--- src/rtl/seg_pkg.sv ---
// Shared constants and types for the seven-segment display path: digit geometry,
// reset values, decoder code points and the display-word bundle.
package seg_pkg;

  localparam int DIGITS = 8;
  localparam int CODE_W = 4;
  localparam int IDX_W  = $clog2(DIGITS);
  localparam int WORD_W = DIGITS * CODE_W;

  localparam logic [DIGITS-1:0] LED_EN_RST  = '1;
  localparam logic [CODE_W-1:0] NUM_SET_RST = '0;

  // Code points understood by the segment decoder in both glyph sets.
  localparam logic [CODE_W-1:0] CODE_DIGIT_0 = 4'h0;
  localparam logic [CODE_W-1:0] CODE_DIGIT_9 = 4'h9;
  localparam logic [CODE_W-1:0] DASH_CODE    = 4'hA;
  localparam logic [CODE_W-1:0] ERR_CODE     = 4'hB;
  localparam logic [CODE_W-1:0] BLANK_CODE   = 4'hE;

  typedef struct packed {
    logic [WORD_W-1:0] data;
    logic [DIGITS-1:0] mask;
    logic              boom;
  } disp_word_t;

  localparam disp_word_t DISP_WORD_RST = '0;

  // Active-low enable vector: at most the selected digit is driven low.
  function automatic logic [DIGITS-1:0] digit_enable(
    input logic [IDX_W-1:0]  idx,
    input logic [DIGITS-1:0] mask,
    input logic              off
  );
    logic [DIGITS-1:0] en;
    en = LED_EN_RST;
    if (mask[idx] && !off) en[idx] = 1'b0;
    return en;
  endfunction

endpackage

--- src/rtl/scan_tick_gen.sv ---
// Free-running prescaler: one-cycle tick every SCAN_DIV clocks, on the last count
// of each period. Shared by the display scanner and the keypad debouncer.
module scan_tick_gen #(
  parameter int SCAN_DIV = 100000
) (
  input  logic clk,
  input  logic rst,
  output logic tick
);

  localparam int CW = (SCAN_DIV > 1) ? $clog2(SCAN_DIV) : 1;
  localparam logic [CW-1:0] LAST = CW'(SCAN_DIV - 1);

  logic [CW-1:0] div_cnt;

  assign tick = (div_cnt == LAST);

  // NOTE: state registers use non-blocking assignments so every flop samples
  // pre-edge values; reset here is synchronous and wins over counting.
  always_ff @(posedge clk) begin
    if (rst)       div_cnt <= '0;
    else if (tick) div_cnt <= '0;
    else           div_cnt <= div_cnt + 1'b1;
  end

endmodule

--- src/rtl/seg_scan_ctrl.sv ---
// Eight-digit time-multiplexed scan driver with frame-synchronous double
// buffering and whole-display blink while the alarm flag is displayed.
module seg_scan_ctrl
  import seg_pkg::*;
#(
  parameter int SCAN_DIV     = 100000,
  parameter int BLINK_FRAMES = 64
) (
  input  logic              clk,
  input  logic              rst,
  input  logic              load,
  input  logic [WORD_W-1:0] data_in,
  input  logic [DIGITS-1:0] digit_mask,
  input  logic              boom_in,
  output logic [CODE_W-1:0] num_set,
  output logic              boom1,
  output logic [DIGITS-1:0] led_en,
  output logic              frame_done
);

  localparam int BW = (BLINK_FRAMES > 1) ? $clog2(BLINK_FRAMES) : 1;
  localparam logic [BW-1:0]    BLINK_LAST = BW'(BLINK_FRAMES - 1);
  localparam logic [IDX_W-1:0] IDX_LAST   = IDX_W'(DIGITS - 1);

  logic              tick;
  logic              frame_end;
  logic [IDX_W-1:0]  idx;
  disp_word_t        shadow;
  disp_word_t        disp;
  logic [BW-1:0]     blink_cnt;
  logic              blink_off;
  logic [CODE_W-1:0] num_nxt;
  logic [DIGITS-1:0] led_nxt;

  scan_tick_gen #(.SCAN_DIV(SCAN_DIV)) u_tick (
    .clk  (clk),
    .rst  (rst),
    .tick (tick)
  );

  assign frame_end = tick && (idx == IDX_LAST);

  always_ff @(posedge clk) begin
    if (rst)       idx <= '0;
    else if (tick) idx <= idx + 1'b1;
  end

  // Last load in a frame wins; the display only ever sees a complete word.
  always_ff @(posedge clk) begin
    if (rst) begin
      shadow <= DISP_WORD_RST;
    end else if (load) begin
      shadow <= '{data: data_in, mask: digit_mask, boom: boom_in};
    end
  end

  // A load in the boundary cycle lands in shadow too late for this copy.
  always_ff @(posedge clk) begin
    if (rst)            disp <= DISP_WORD_RST;
    else if (frame_end) disp <= shadow;
  end

  // Blink phase advances only across boundaries where the alarm stays shown,
  // so the first alarm frame is always lit and leaving alarm clears at once.
  always_ff @(posedge clk) begin
    if (rst) begin
      blink_cnt <= '0;
      blink_off <= 1'b0;
    end else if (frame_end) begin
      if (!shadow.boom) begin
        blink_cnt <= '0;
        blink_off <= 1'b0;
      end else if (disp.boom) begin
        if (blink_cnt == BLINK_LAST) begin
          blink_cnt <= '0;
          blink_off <= ~blink_off;
        end else begin
          blink_cnt <= blink_cnt + 1'b1;
        end
      end
    end
  end

  // NOTE: combinational blocks assign every output unconditionally so no
  // latch can be inferred.
  always_comb begin
    num_nxt = disp.data[int'(idx) * CODE_W +: CODE_W];
    led_nxt = digit_enable(idx, disp.mask, blink_off);
  end

  // Code and enable share one register stage so they always switch together.
  always_ff @(posedge clk) begin
    if (rst) begin
      num_set    <= NUM_SET_RST;
      boom1      <= 1'b0;
      led_en     <= LED_EN_RST;
      frame_done <= 1'b0;
    end else begin
      num_set    <= num_nxt;
      boom1      <= disp.boom;
      led_en     <= led_nxt;
      frame_done <= frame_end;
    end
  end

endmodule

--- config.mk ---
export PLATFORM = sky130hd
export DESIGN_NAME = seg_scan_ctrl
export DESIGN_NICKNAME = d
export VERILOG_FILES = /design/src/rtl/seg_pkg.sv /design/src/rtl/scan_tick_gen.sv /design/src/rtl/seg_scan_ctrl.sv
export SDC_FILE = /design/constraint.sdc
export NUM_CORES = 1
export LEC_CHECK = 0
export ABC_AREA = 1
export BUFFER_PORTS_ARGS = -buffer_cell sky130_fd_sc_hd__buf_2
export CAP_MARGIN = 20
export CELL_PAD_IN_SITES_DETAIL_PLACEMENT = 1
export CELL_PAD_IN_SITES_GLOBAL_PLACEMENT = 1
export CORE_UTILIZATION = 45
export CTS_BUF_LIST = sky130_fd_sc_hd__clkbuf_16
export DETAILED_ROUTE_END_ITERATION = 6
export PLACE_DENSITY_LB_ADDON = 0.1
export RECOVER_POWER = 100
export SYNTH_ARGS = -nofsm -noshare
export SYNTH_HDL_FRONTEND = slang
export SYNTH_HIERARCHICAL = 1
export SYNTH_SLANG_ARGS = --single-unit
--- constraint.sdc ---
create_clock -name clk -period 4.4 [get_ports clk]
set_clock_uncertainty 0.05 [all_clocks]
set_input_delay 0 -clock clk [delete_from_list [all_inputs] [get_ports clk]]
set_output_delay 0 -clock clk [all_outputs]
set_load 0.05 [all_outputs]
==> run summary <==
• type of the worst min-delay path: input pin to flop
• number of cells produced by synthesis: 702
• die outline area: 11,800 um^2
• final instance area: 6350 um^2
• flip-flop and latch area: 2460 um^2
• worst vdd ir: 0.358 mV
• count of TritonRoute iterations in the first routing pass: 4
• DRT iter0 DRCs: 174
• reg-to-reg startpoint: u_tick/div_cnt[0]
• leakage power: 2.61 nW
• hpwl dp: 8.21 mm
• post-route antenna net violation count: 0
• pin slew with the least headroom to its limit: 2.34 ns
• worst path buffer plus inverter count: 3
• Fillers: 1,398
• unrepaired setup endpoints after global routing: false
• number of pins exceeding their max-slew limit in the final report: 89
• area used by multi-input combinational logic: 2260 um^2
• routability congestion estimate: 0.780
• largest stage delay on the critical path: 1.82 ns
• number of storage elements in the synthesis netlist: 123
• cell chain of the critical path: dlygate4sd3_1 -> buf_2 -> clkinvlp_2 -> o21ai_0 -> nor2_1
• required time of the critical path: 4.63 ns
• Clock Root Buffer: sky130_fd_sc_hd__clkbuf_16
• proportion of layout cells with a drive suffix above 1: 0.120
• average vias per placed instance: 4.99
• Layout Nets: 832
• global-route wire length before repair: 22.3 mm
• largest fanout on the critical path: 88
• Critical Path Source Type: input pin
• horizontal die dimension: 109 um
• count of buffers inserted at the top-level ports: 57
• number of global-route vias before repair: 4,894
• simple-gate share of the synthesized area: 0.314
• CP startpoint: rst
• largest family of logic cells by synthesized area: simple AND/OR/NAND/NOR gates
• starting density of the core: 0.466
• Post-CTS Repair Setup Buffers: 0
• parity-gate share of the synthesized area counting xor and xnor cells: 0.0103
• achievable frequency: 298 MHz
• warnings from Yosys: 6
• launch point of the worst hold path: load
• critical path capture point type: flop
• detail-routed net length per standard cell: 14.0 um
• netlist area before placement: 5120 um^2
• # Max-Cap Violations: 1
• insertion delay to the later sink of the worst-skew pair: 0.42 ns
• Chip Height: 109 um
• share of the core filled with cells in the final layout: 0.578
• class of the most critical setup path: input pin to flop
• number of endpoints with negative hold slack in the final report: 0
• share of the clock period used by the worst path: 0.762
• area growth from synthesis to layout: 24.1%
• number of distinct library cells after synthesis: 36
• run status: complete, but fails checks
• placeable core area: 11,000 um^2
• IO Count: 58
• sinks on the clock net: 123
• largest net degree at the start of global routing: 89
• antenna violations before repair: 0
• All-Layer GR Usage: 0.246
• share of cell area taken by muxes after synthesis: 0
• time the worst path needs with I/O delays and setup: 3.35 ns
• cell class contributing the biggest share of worst-path delay: buffers and inverters
• Final setup viols: 0
• post-synth net total: 750
• Total Neg Setup Slack: 0 ns
• post-synthesis compound-gate area fraction: 0.112
• Arr. time, crit path: 3.58 ns
• Post-Syn Area per Cell: 7.29 um^2
• CTS tree: yes
• GRT overflow: 0
• headroom to the max-slew limit: -0.569
• total length of routed wires: 13.1 mm
• power per cell area: 441 nW/um^2
• Num CTS Buffers: 17
• H-Tree Level Count: 4
• overall power: 2.80 mW
• total number of vias: 4,657
• Resized Gates After CTS: 0
• row count: 38
• failing checks: capacitance limit, slew limit
• post-placement cell area: 5350 um^2
• drc violations: 0
• Max Buffers Root-to-Sink: 2
• ANT cells: 0
• adder-cell share of the synthesized area: 0.00978
• critical path's slowest cell: sky130_fd_sc_hd__clkinvlp_2
• clock transition at the register clock pins on the worst setup and hold paths after CTS: 0.05 ns
• share of the yosys chip area belonging to registers: 0.481
## layout by cell type (no fill, tap or decap), types with 15 or more instances in the layout
cell,Yosys,routed
sky130_fd_sc_hd__inv_1,30,33
sky130_fd_sc_hd__nor2_1,190,191
sky130_fd_sc_hd__clkbuf_1,14,15
sky130_fd_sc_hd__nand3_1,23,23
sky130_fd_sc_hd__dlygate4sd3_1,0,42
sky130_fd_sc_hd__dfxtp_1,123,123
sky130_fd_sc_hd__nand2_1,131,134
sky130_fd_sc_hd__clkbuf_16,0,17
sky130_fd_sc_hd__buf_2,8,43
sky130_fd_sc_hd__o21ai_0,85,85
## timing repair
item / in CTS / in global routing
hold endpoints to repair: 49 / 0
setup endpoints to repair: 0 / 0
hold buffers: 42 / 0
## kinds of logic (layout without fill, tap and decap cells)
| family | after synthesis | in the layout |
|---|---|---|
| adder cells (fa/ha/maj) | 4 | 4 |
| XOR/XNOR | 6 | 6 |
| buffers and inverters | 72 | 164 |
| AO/OA/AOI/OAI | 111 | 111 |
| AND/OR/NAND/NOR | 386 | 386 |
| flip-flops | 123 | 123 |
## final cells by class
cell class,instances,area share
Clock buffer,17,0.0670
Clock inverter,12,0.0325
Inverter,35,0.0213
Multi-Input combinational cell,507,0.355
Sequential cell,123,0.388
Tap cell,140,0.0276
Timing Repair Buffer,100,0.109
## synth_stat cells (all sizes together)
cell type | n | area [um^2]
nor2 | 206 | 823
nand2 | 137 | 539
dfxtp | 123 | 2460
o21ai | 91 | 455
inv | 35 | 136
nand3 | 24 | 125
buf | 20 | 169
clkbuf | 17 | 70.1
a21oi | 15 | 78.8
nand4 | 9 | 62.6
nor3 | 9 | 50.1
xnor2 | 5 | 43.8
ha | 4 | 50.1
o21bai | 2 | 15.0
a211oi | 1 | 7.51
a22o | 1 | 8.76
nand3b | 1 | 7.51
o22ai | 1 | 6.26
xor2 | 1 | 8.76
## where the power goes
part | switching [mW] | internal [mW] | leakage [nW] | total, mW
Combinational | 0.0659 | 0.0623 | 1.29 | 0.128
Clock | 0.474 | 1.04 | 0.318 | 1.51
Sequential | 0.0150 | 1.14 | 1.00 | 1.16
Total | 0.555 | 2.25 | 2.61 | 2.80
## state kept, by name, summed over array words and instances (netlist names)
| register | cells |
|---|---|
| num_set | 4 |
| blink_off | 1 |
| u_tick/div_cnt | 17 |
| disp | 41 |
| boom1 | 1 |
| frame_done | 1 |
| led_en | 8 |
| idx | 3 |
| shadow | 41 |
| blink_cnt | 6 |
## metal layers
metal / vias up / share of wire / GRT usage
met4: 0 / 0.012 / 0.0830
li1: 2400 / - / -
met3: 16 / 0.032 / 0.0777
met2: 74 / 0.49 / 0.429
met5: - / 0 / 0
met1: 2167 / 0.46 / 0.285
## worst paths after layout
check | to | slack [ns] | cells after the start
setup / recovery | disp[32] | 1.05 | 5
setup reg to reg | blink_cnt[5] | 1.21 | 12
hold reg to reg | disp[26] | 0.42 | 2
hold / removal | shadow[9] | 0.19 | 3
## stage by stage
step / cells / hold slack, ns / setup WS [ns]
4_1_cts: 934 / 0.163 / 1.43
3_3_place_gp: 863 / 0.170 / 1.60
5_1_grt: 934 / 0.199 / 0.606
2_1_floorplan: 702 / 0.0849 / 2.68
6_report: 934 / 0.185 / 1.05
3_5_place_dp: 863 / 0.178 / 1.45
## worst min-delay path, cell delays in order
cell,delay (ns)
sky130_fd_sc_hd__buf_2,0.31
sky130_fd_sc_hd__o21ai_0,0.24
sky130_fd_sc_hd__nor2_1,0.05
Note: power is estimated with default switching activity, not from simulation.
